===== config.mk =====
export PLATFORM = sky130hd
export DESIGN_NAME = spi_controller
export DESIGN_NICKNAME = d
export VERILOG_FILES = /design/src/rtl/spi_controller.sv
export SDC_FILE = /design/constraint.sdc
export NUM_CORES = 1
export LEC_CHECK = 0
export ABC_AREA = 1
export CELL_PAD_IN_SITES_DETAIL_PLACEMENT = 2
export CELL_PAD_IN_SITES_GLOBAL_PLACEMENT = 2
export CORE_AREA = 3 3 99 101
export CTS_CLUSTER_DIAMETER = 120
export DETAILED_ROUTE_END_ITERATION = 10
export DIE_AREA = 0 0 102 104
export PLACE_DENSITY_LB_ADDON = 0.08
export SKIP_CTS_REPAIR_TIMING = 1
export SLEW_MARGIN = 15
export SYNTH_ARGS = -nofsm -noshare
export SYNTH_HDL_FRONTEND = slang
export SYNTH_SLANG_ARGS = --single-unit
export TNS_END_PERCENT = 100

===== constraint.sdc =====
create_clock -name clk -period 1.9 [get_ports clk]
set_clock_uncertainty 0.2 [all_clocks]
set_input_delay 0.38 -clock clk [delete_from_list [all_inputs] [get_ports clk]]
set_output_delay 0.38 -clock clk [all_outputs]
set_load 0.05 [all_outputs]

===== src/rtl/spi_controller.sv =====
// rtl/spi_controller.sv - SPI mode 0 initiator issuing 16-bit register frames
module spi_controller #(
  parameter int CLK_DIV = 4
) (
  input  logic       clk,
  input  logic       rst_n,
  input  logic       req_valid,
  output logic       req_ready,
  input  logic       req_rw,
  input  logic [6:0] req_addr,
  input  logic [7:0] req_wdata,
  output logic       rsp_valid,
  output logic [7:0] rsp_rdata,
  output logic       busy,
  output logic       ncs,
  output logic       sclk,
  output logic       copi,
  input  logic       cipo
);

  typedef enum logic [2:0] {
    S_IDLE,
    S_SETUP,
    S_SHIFT,
    S_HOLD,
    S_GAP
  } state_t;

  localparam logic [7:0] DIV_LAST = 8'(CLK_DIV - 1);

  state_t      state_q, state_d;
  logic [7:0]  div_q;
  // In SHIFT: index of the next sclk edge (odd = fall). In GAP: half of the gap done.
  logic [4:0]  edge_q;
  logic [15:0] tx_q;
  logic [7:0]  rx_q;
  logic        sclk_q;
  logic        rsp_valid_q;
  logic [7:0]  rsp_rdata_q;
  logic        div_wrap;

  assign div_wrap  = (div_q == DIV_LAST);
  assign sclk      = sclk_q;
  assign rsp_valid = rsp_valid_q;
  assign rsp_rdata = rsp_rdata_q;

  // State register
  always_ff @(posedge clk or negedge rst_n) begin
    if (!rst_n) begin
      state_q <= S_IDLE;
    end else begin
      state_q <= state_d;
    end
  end

  // Next-state: each phase ends when the half-period counter wraps
  always_comb begin
    state_d = state_q;
    case (state_q)
      S_IDLE:  if (req_valid) state_d = S_SETUP;
      S_SETUP: if (div_wrap) state_d = S_SHIFT;
      S_SHIFT: if (div_wrap && edge_q == 5'd31) state_d = S_HOLD;
      S_HOLD:  if (div_wrap) state_d = S_GAP;
      S_GAP:   if (div_wrap && edge_q[0]) state_d = S_IDLE;
      default: state_d = S_IDLE;
    endcase
  end

  // Outputs decoded from state; copi is forced low whenever the peripheral is deselected
  always_comb begin
    req_ready = 1'b0;
    busy      = 1'b1;
    ncs       = 1'b0;
    case (state_q)
      S_IDLE: begin
        req_ready = 1'b1;
        busy      = 1'b0;
        ncs       = 1'b1;
      end
      S_GAP:   ncs = 1'b1;
      default: ncs = 1'b0;
    endcase
    copi = ncs ? 1'b0 : tx_q[15];
  end

  // Datapath: counters, sclk generation, tx/rx shifting and response capture
  always_ff @(posedge clk or negedge rst_n) begin
    if (!rst_n) begin
      div_q       <= 8'd0;
      edge_q      <= 5'd0;
      tx_q        <= 16'd0;
      rx_q        <= 8'd0;
      sclk_q      <= 1'b0;
      rsp_valid_q <= 1'b0;
      rsp_rdata_q <= 8'd0;
    end else begin
      rsp_valid_q <= (state_q == S_HOLD) && div_wrap;
      if ((state_q == S_HOLD) && div_wrap) begin
        rsp_rdata_q <= rx_q;
      end

      if (state_q == S_IDLE) begin
        div_q <= 8'd0;
      end else begin
        div_q <= div_wrap ? 8'd0 : div_q + 8'd1;
      end

      case (state_q)
        S_IDLE: begin
          edge_q <= 5'd0;
          sclk_q <= 1'b0;
          if (req_valid) begin
            tx_q <= {req_rw, req_addr, req_wdata};
          end
        end
        S_SETUP: begin
          if (div_wrap) begin
            // Rise 0: sample first rx bit, next edge is fall 0
            sclk_q <= 1'b1;
            edge_q <= 5'd1;
            rx_q   <= {rx_q[6:0], cipo};
          end
        end
        S_SHIFT: begin
          if (div_wrap) begin
            sclk_q <= ~edge_q[0];
            edge_q <= (edge_q == 5'd31) ? 5'd0 : edge_q + 5'd1;
            if (edge_q[0]) begin
              // Falls 0..14 advance copi; after fall 15 copi keeps bit 0
              if (edge_q != 5'd31) begin
                tx_q <= {tx_q[14:0], 1'b0};
              end
            end else begin
              rx_q <= {rx_q[6:0], cipo};
            end
          end
        end
        S_HOLD: begin
          sclk_q <= 1'b0;
        end
        S_GAP: begin
          // Gap is two half-periods so the 8-bit divider never has to count to 2*CLK_DIV
          if (div_wrap) begin
            edge_q <= edge_q[0] ? 5'd0 : 5'd1;
          end
        end
        default: begin
          sclk_q <= 1'b0;
        end
      endcase
    end
  end

endmodule

Yosys cells after proc, flatten, opt, wreduce, memory -nomap -nowiden:

Index checks and enable logic that the tools add are counted.

* input bits: 20
* register bits: 50
* output and inout bits: 14

* add/sub/neg operators: 2
* bitwise gates (word level): 2
* reduce and logical (&&, ||, !) cells: 13
* equality and inequality tests: 17
* muxes and demuxes: 30

Operator list (count)
* $mux 16: 4
* $mux 8: 5
* $pmux 16 s2: 1
* $mux 5: 4
* $ne 2x2->1 const B: 10
* $pmux 5 s4: 1
* $pmux 8 s2: 1
* $mux 3: 5
* $pmux 3 s5: 1
* $reduce_and 5->1: 2
* $add 8x1->8 const B: 1
* $eq 8x2->1 const B: 1
* $reduce_and 4->1: 2
* $mux 1: 7
* $eq 3x2->1 const B: 2
* $add 5x1->5 const B: 1
* $eq 5x5->1 const B: 1
* $ne 5x5->1 const B: 1
* $reduce_bool 2->1: 2
* $reduce_bool 4->1: 1
* $eq 3x1->1 const B: 1
* $eq 3x3->1 const B: 1
* $logic_and 1x1->1: 3
* $logic_not 3->1: 1
* 4 further kinds: 5

Logic depth before layout (Yosys ltp):

* depth after elaboration: 5
* mapped depth: 11

Worst setup path before layout:

OpenSTA, ideal clock, no wires.

* path kind: reg-to-output
* from: register state_q[1]
* to: output req_ready
* setup slack: -0.740 ns
* required time: 1.320 ns
* stages on the path, launching flop included: 4
* arrival time: 2.060 ns
* path through: dfrtp_1 > nor2_2 > nand2_1 > inv_1

* cells in the longest elaborated chain, start to end: 2

Ends and longest elaborated chain
* start, declared: line 31 `state_t state_q, state_d;`
* start signal, assigned: line 52 `state_q <= state_d;`
* $logic_not 3->1: line 74 `case (state_q)`
* $mux 1: line 74
* end, declared: line 8 `output logic req_ready,`

Every way passes these cells.

Worst setup path after layout:

Same ends and word-level chain as after synthesis.

==> metrics.md <==
| Metric | Value |
|---|---|
| Core area | 0.00911 sq mm |
| CTS tree | done |
| Synth Net Count | 345 |
| Antenna-violating nets left | 0 |
| First drt pass iteration count | 4 |
| Worst EP required | 1.32 ns |
| Wire per inst | 14.7 um |
| Synth Register Bits | 50 |
| Fillers | 1,074 |
| Largest net degree at the start of global routing | 30 |
| Post-synth top area share | 50.0% |
| Synthesis warning total | 0 |
| Die Wd | 102 um |
| Sequential share of power | 29.6% |
| Overflow left after global routing | 0 |
| I/O pins | 34 |
| Comb pwr share | 59.5% |
| Worst-path cell chain | nor2_4, nand2_4, clkinvlp_4, buf_12 |
| Worst-margin pin slew | 0.400 ns |
| NetSw | 2650 uW |
| # rows | 35 |
| Max incr delay on CP | 0.47 ns |
| Vias in the first global route | 2,515 |
| Hold WS | 0.282 ns |
| Switching Share | 47.3% |
| Clk root buf | clkbuf_8 |
| CP Launch Type | register |
| Iteration-0 DRC Markers | 81 |
| DR vias/cell | 4.73 |
| Dominant cells by area after synthesis | dfrtp_1 50%, nand2_1 22%, nand3_1 7.6% |
| Outcome | finished, violations left |
| Antenna diode count | 0 |
| CP max FO | 6 |
| Placed instance area | 0.00316 sq mm |
| Critical path buffers and inverters | 2 |
| Detailed Place HPWL | 5410 um |
| Clock share of power | 11.0% |
| Final worst setup slack | -0.0183 ns |
| Hold crit path type | reg -> reg |
| Post-Place Setup Slack | -0.0228 ns |
| Fin. max-slew vios | 0 |
| Setup TNS | -0.0183 ns |
| Setup CP Type | reg -> out |
| Sequential area share after synthesis | 50.0% |
| Area of the multi-input gates | 0.00120 sq mm |
| Via count | 2,368 |
| Gpl congestion | 0.707 |
| Die Y | 104 um |
| Tot GR Track Use | 14.6% |
| Final WL | 7380 um |
| DRC Markers | 0 |
| Arrival @ worst endpoint | 1.34 ns |
| CTS buffer count | 5 |
| Sink Count | 50 |
| H-tree level count | 2 |
| Area Growth Syn to Fin | 35.0% |
| Dominant cell type by area after synthesis | dfrtp_1 |
| CTS max path bufs | 2 |
| Period Utilization, post-route | 101% |
| Final setup fails | 1 |
| Layout cells sized above 1 | 24.1% |
| Area of the mapped netlist | 0.00250 sq mm |
| Rel. slew slack | 73.3% |
| Tmin final | 1.92 ns |
| First-pass GRT wire length | 12,500 um |
| Design Area, Final | 0.00338 sq mm |
| Master of the slowest instance on the critical path | dfrtp_2 |
| Nets | 413 |
| Fin. Hold Viols | 0 |
| Fmax | 521 MHz |
| FF+latch area | 0.00125 sq mm |
| Initial Utilization | 27.5% |
| Port Buffers | 33 |
| Power Dens Cells | 1650 mW/mm^2 |
| Setup crit end kind | output port |
| RSZ-0062 raised after global routing | yes |
| P_leak | 0.00177 uW |
| Antenna violations before repair | 0 |
| Syn Inst Count | 322 |
| MaxCap Viol Count | 0 |
| Die ar. | 0.0106 sq mm |
| Yosys cell types | 27 |
| Most common cell after layout, fill and taps aside | nand2_1 |
| Failing checks | negative setup slack |
| Synth Area per Inst | 7.78 sq um |
| Worst-Skew Late Latency | 0.30 ns |
| Worst path top cell family by delay | flip-flops |
| Cell Int Power | 2940 uW |
| VDD IR max | 0.564 mV |
| Highest-count cells in the layout ignoring fill and taps | 140 x nand2_1, 48 x dfrtp_1, 43 x buf_4, 35 x nand3_1, 18 x clkdlybuf4s50_1 |
| Clk pin slew, worst setup/hold paths | 0.10 ns |
synthesized netlist by cell type (all sizes together):
cell / number
buf: 7
dfrtp: 50
or2: 1
a21oi: 2
nor2: 19
nand3b: 4
xnor2: 1
nand2: 151
inv: 22
nand3: 38
xor2: 3
ha: 3
nor3: 3
clkbuf: 1
nand4: 3
nor3b: 1
o21ai: 13
final timing paths:
path	cells past startpoint	startpoint	endpoint	slack, ns
worst max register to register	10	edge_q[1]	tx_q[0]	0.09
worst min-delay path	1	div_q[0]	div_q[0]	0.28
worst max-delay path	4	state_q[1]	req_ready	-0.02
min in group asynchronous	3	rst_n	div_q[5]	0.41
worst min register to register	1	div_q[0]	div_q[0]	0.28
max in group asynchronous	3	rst_n	tx_q[13]	0.74
final cells by class:
| type | count | area share [%] |
|---|---|---|
| clock buffers | 6 | 2.15 |
| clock inverters | 1 | 0.222 |
| inverters | 22 | 2.55 |
| multi-input cells | 243 | 35.6 |
| flip-flops and latches | 50 | 37.1 |
| well taps | 111 | 4.11 |
| repair buffers | 68 | 18.3 |
registers in the layout (all words and copies together), names as in the netlist:
signal	flops
state_q	3
sclk	1
rsp_valid	1
edge_q	5
rsp_rdata	8
tx_q	16
div_q	8
rx_q	8
logic make-up (layout without fill, tap and decap cells):
logic type / count (synthesis) / count (layout) / synth area share (%)
simple gates: 220 / 221 / 38.3
compound gates: 15 / 15 / 3.45
xor+xnor: 4 / 4 / 1.40
fa+ha+maj: 3 / 3 / 1.50
flops: 50 / 50 / 50.0
buf+inv: 30 / 97 / 5.39
power by group through the flow:
| stage | clock [uW] | sequential (uW) | combinational (uW) |
|---|---|---|---|
| final | 613 | 1650 | 3320 |
| after global routing | 694 | 1710 | 3730 |
| after CTS | 653 | 1650 | 3170 |
| after detailed placement | 0 | 1670 | 3160 |
| after global placement | 0 | 1660 | 3080 |
| after floorplan | 0 | 1760 | 1800 |
metrics by stage:
| stage | utilization, % | cells | power (uW) |
|---|---|---|---|
| after global placement | 34.7 | 485 | 4740 |
| after global routing | 37.1 | 501 | 6130 |
| after floorplan | - | 322 | 3570 |
| final | 37.1 | 501 | 5590 |
| after CTS | 35.6 | 492 | 5470 |
| after detailed placement | 34.7 | 485 | 4820 |
worst register-to-register path: cells and delay by family (launching register included):
| kind | cells | cell delay [ns] |
|---|---|---|
| and+or+nand+nor | 5 | 0.48 |
| AOI/OAI and AO/OA | 1 | 0.07 |
| buffers and inverters | 2 | 0.25 |
| DFF | 1 | 0.40 |
| adders and majority gates | 2 | 0.36 |
metal layers:
layer | vias to the layer above | wire length, um | share of wire [%] | global-route usage [%]
li1 | 1148 | - | - | -
met5 | - | 0 | 0 | 0
met3 | 6 | 148 | 2.0 | 2.28
met4 | 0 | 74 | 1.0 | 3.37
met2 | 23 | 3550 | 48 | 23.3
met1 | 1191 | 3620 | 49 | 20.8
Power figures use the tool's default switching activity.
==> patch: new RTL, config.mk and constraints unchanged <==
Encoding of `state_t`: now one-hot (5 bits for 5 states).
--- a/src/rtl/spi_controller.sv
+++ b/src/rtl/spi_controller.sv
@@ -19,10 +19,10 @@
 );
 
-  typedef enum logic [2:0] {
-    S_IDLE,
-    S_SETUP,
-    S_SHIFT,
-    S_HOLD,
-    S_GAP
+  typedef enum logic [4:0] {
+    S_IDLE  = 5'b00001,
+    S_SETUP = 5'b00010,
+    S_SHIFT = 5'b00100,
+    S_HOLD  = 5'b01000,
+    S_GAP   = 5'b10000
   } state_t;
 
Formal check against the unedited RTL: no difference found for any inputs over 10 cycles, from zero or initial values and one cycle with rst_n low; not proved beyond that.
==> patch against the original RTL <==
- the run still ends with setup timing left
- largest cell class is now multi-input combinational cells
- maximum frequency fell by 9.9%
- register-to-register slack lost 0.18 ns
- cell area grew 18%
- routed wire length is 27% higher
- worst setup slack lost 0.21 ns
- sequential cell count grew 2
- total power up 13%
- area after synthesis grew 12%
==> patch: results (changes against the original RTL) <==
route:
  drtIter0Drc: 63  # -22%
  wl_met1_um: 4191  # +16%
  highest_layer: "met4"
  via_count: 2684  # +13%
  wl_per_cell_um: 17.53  # +19%
  dr_wl_met3_um: 282  # +91%
  wl_met2_um: 4819  # +36%
power_and_ir_drop:
  clock_power_share_pct: 10.9
  ir_worst_vdd_mv: 0.6455  # +14%
  switching_share_pct: 46.88  # -0.46 points
  p_sw_mw: 2.967  # +12%
  p_seq_mw: 1.62
  p_leak_nw: 1.969  # +11%
place:
  gp_congestion: 0.7337  # +3.8%
  io_buffers: 33  # unchanged
  dp_hpwl_um: 5777  # +6.8%
synthesis:
  ys_seq_area_share_pct: 46.35  # -3.6 points
  synthTopCellsByCount: "nand2_1 (123), dfrtp_1 (51), nand4_1 (32), inv_1 (28), nor2_1 (20)"
  synth_nets: 364  # +5.5%
  synth_flop_cell: "dfrtp_1"
  synth_cell_type_count: 32  # +19%
  netlist_top_cells_area: "dfrtp_1 (45%), nand2_1 (16%), nand4_1 (7.1%)"
global_routing:
  met2_usage_pct: 25.95  # +2.7 points
  met3_usage_pct: 2.750  # +0.47 points
  grtUsageMet1_pct: 22.48  # +1.7 points
  grt_max_degree: 53  # +77%
  grt_usage_pct: 16.17  # +1.6 points
  grt_pass1_wl_um: 13660  # +9.7%
worst_hold_path:
  worstHoldStart: "tx_q[15]"
setup_path:
  crit_slowest_cell: "dfstp_2"
  crit_arrival_ns: 1.55  # +0.21 ns
  cp-startpoint: "state_q[0]"
  slowest_delay_ns: 0.55  # +0.08 ns
  cp_max_fo: 5  # -1
clocking:
  insertion_delay_ns: 0.32  # +0.02 ns
  clockRootBuffer: "clkbuf_8"
layout:
  nNetsFinal: 447  # +8.2%
  drive_gt1_share_pct: 34.82  # +11 points
  num-fill-cells: 1002  # -6.7%
outcome:
  violations: "setup timing"
  outcome: "finished, violations left"
sta:
  setup_viol: 26  # +25
  slew_headroom_pct: 77.05  # +3.7 points
  worst_slack_ns: -0.2287  # -0.2103 ns
-- patch: path summary, 6_finish.rpt --
kind                                   end  slack, ns  depth (start not counted)
worst min register to register    tx_q[15]       0.28                          2
worst min-delay path              tx_q[15]       0.28                          2
max in group asynchronous       state_q[0]       0.82                          3
worst max-delay path             req_ready      -0.23                          6
min in group asynchronous         div_q[5]       0.34                          3
worst max register to register  state_q[3]      -0.09                         11
-- patch: final cells by class --
class                           instances  share of cell area, %
Tap cell                              111                  3.479
Clock inverter                          3                 0.5641
Multi-Input combinational cell        242                  36.63
Timing Repair Buffer                   89                  21.59
Inverter                               34                  3.322
Clock buffer                            5                  1.724
Sequential cell                        52                  32.69
-- patch: worst reg2reg max path, cell delays in order, from the launching register on --
cell	delay, ns
dfrtp_1	0.39
ha_2	0.20
nand2_2	0.07
nor2_2	0.12
ha_2	0.20
inv_2	0.06
nand4_4	0.09
buf_6	0.12
nand2_2	0.07
nor2_4	0.21
nand3_2	0.12
nand2_2	0.08
-- patch: through the flow --
step,worst slack (ns),instance area [µm²],instances,hold slack [ns],setup TNS (ns)
2_1_floorplan,-0.007388,2854,341,-0.1156,-0.007388
3_3_place_gp,-0.05608,3473,504,0.2045,-0.9438
3_5_place_dp,-0.1188,3473,504,0.2056,-2.538
4_1_cts,-0.3851,3565,512,-0.1459,-5.777
5_1_grt,-0.3116,3993,536,0.3049,-4.931
6_report,-0.2287,3993,536,0.2815,-1.605
-- patch: kinds of logic after synthesis --
kind of cell,Yosys count,synth area share (%)
AND/OR/NAND/NOR,211,37.13
AO/OA/AOI/OAI,24,5.654
buffers and inverters,48,8.593
adder cells (fa/ha/maj),3,1.336
XOR/XNOR,3,0.9352
flip-flops,52,46.35
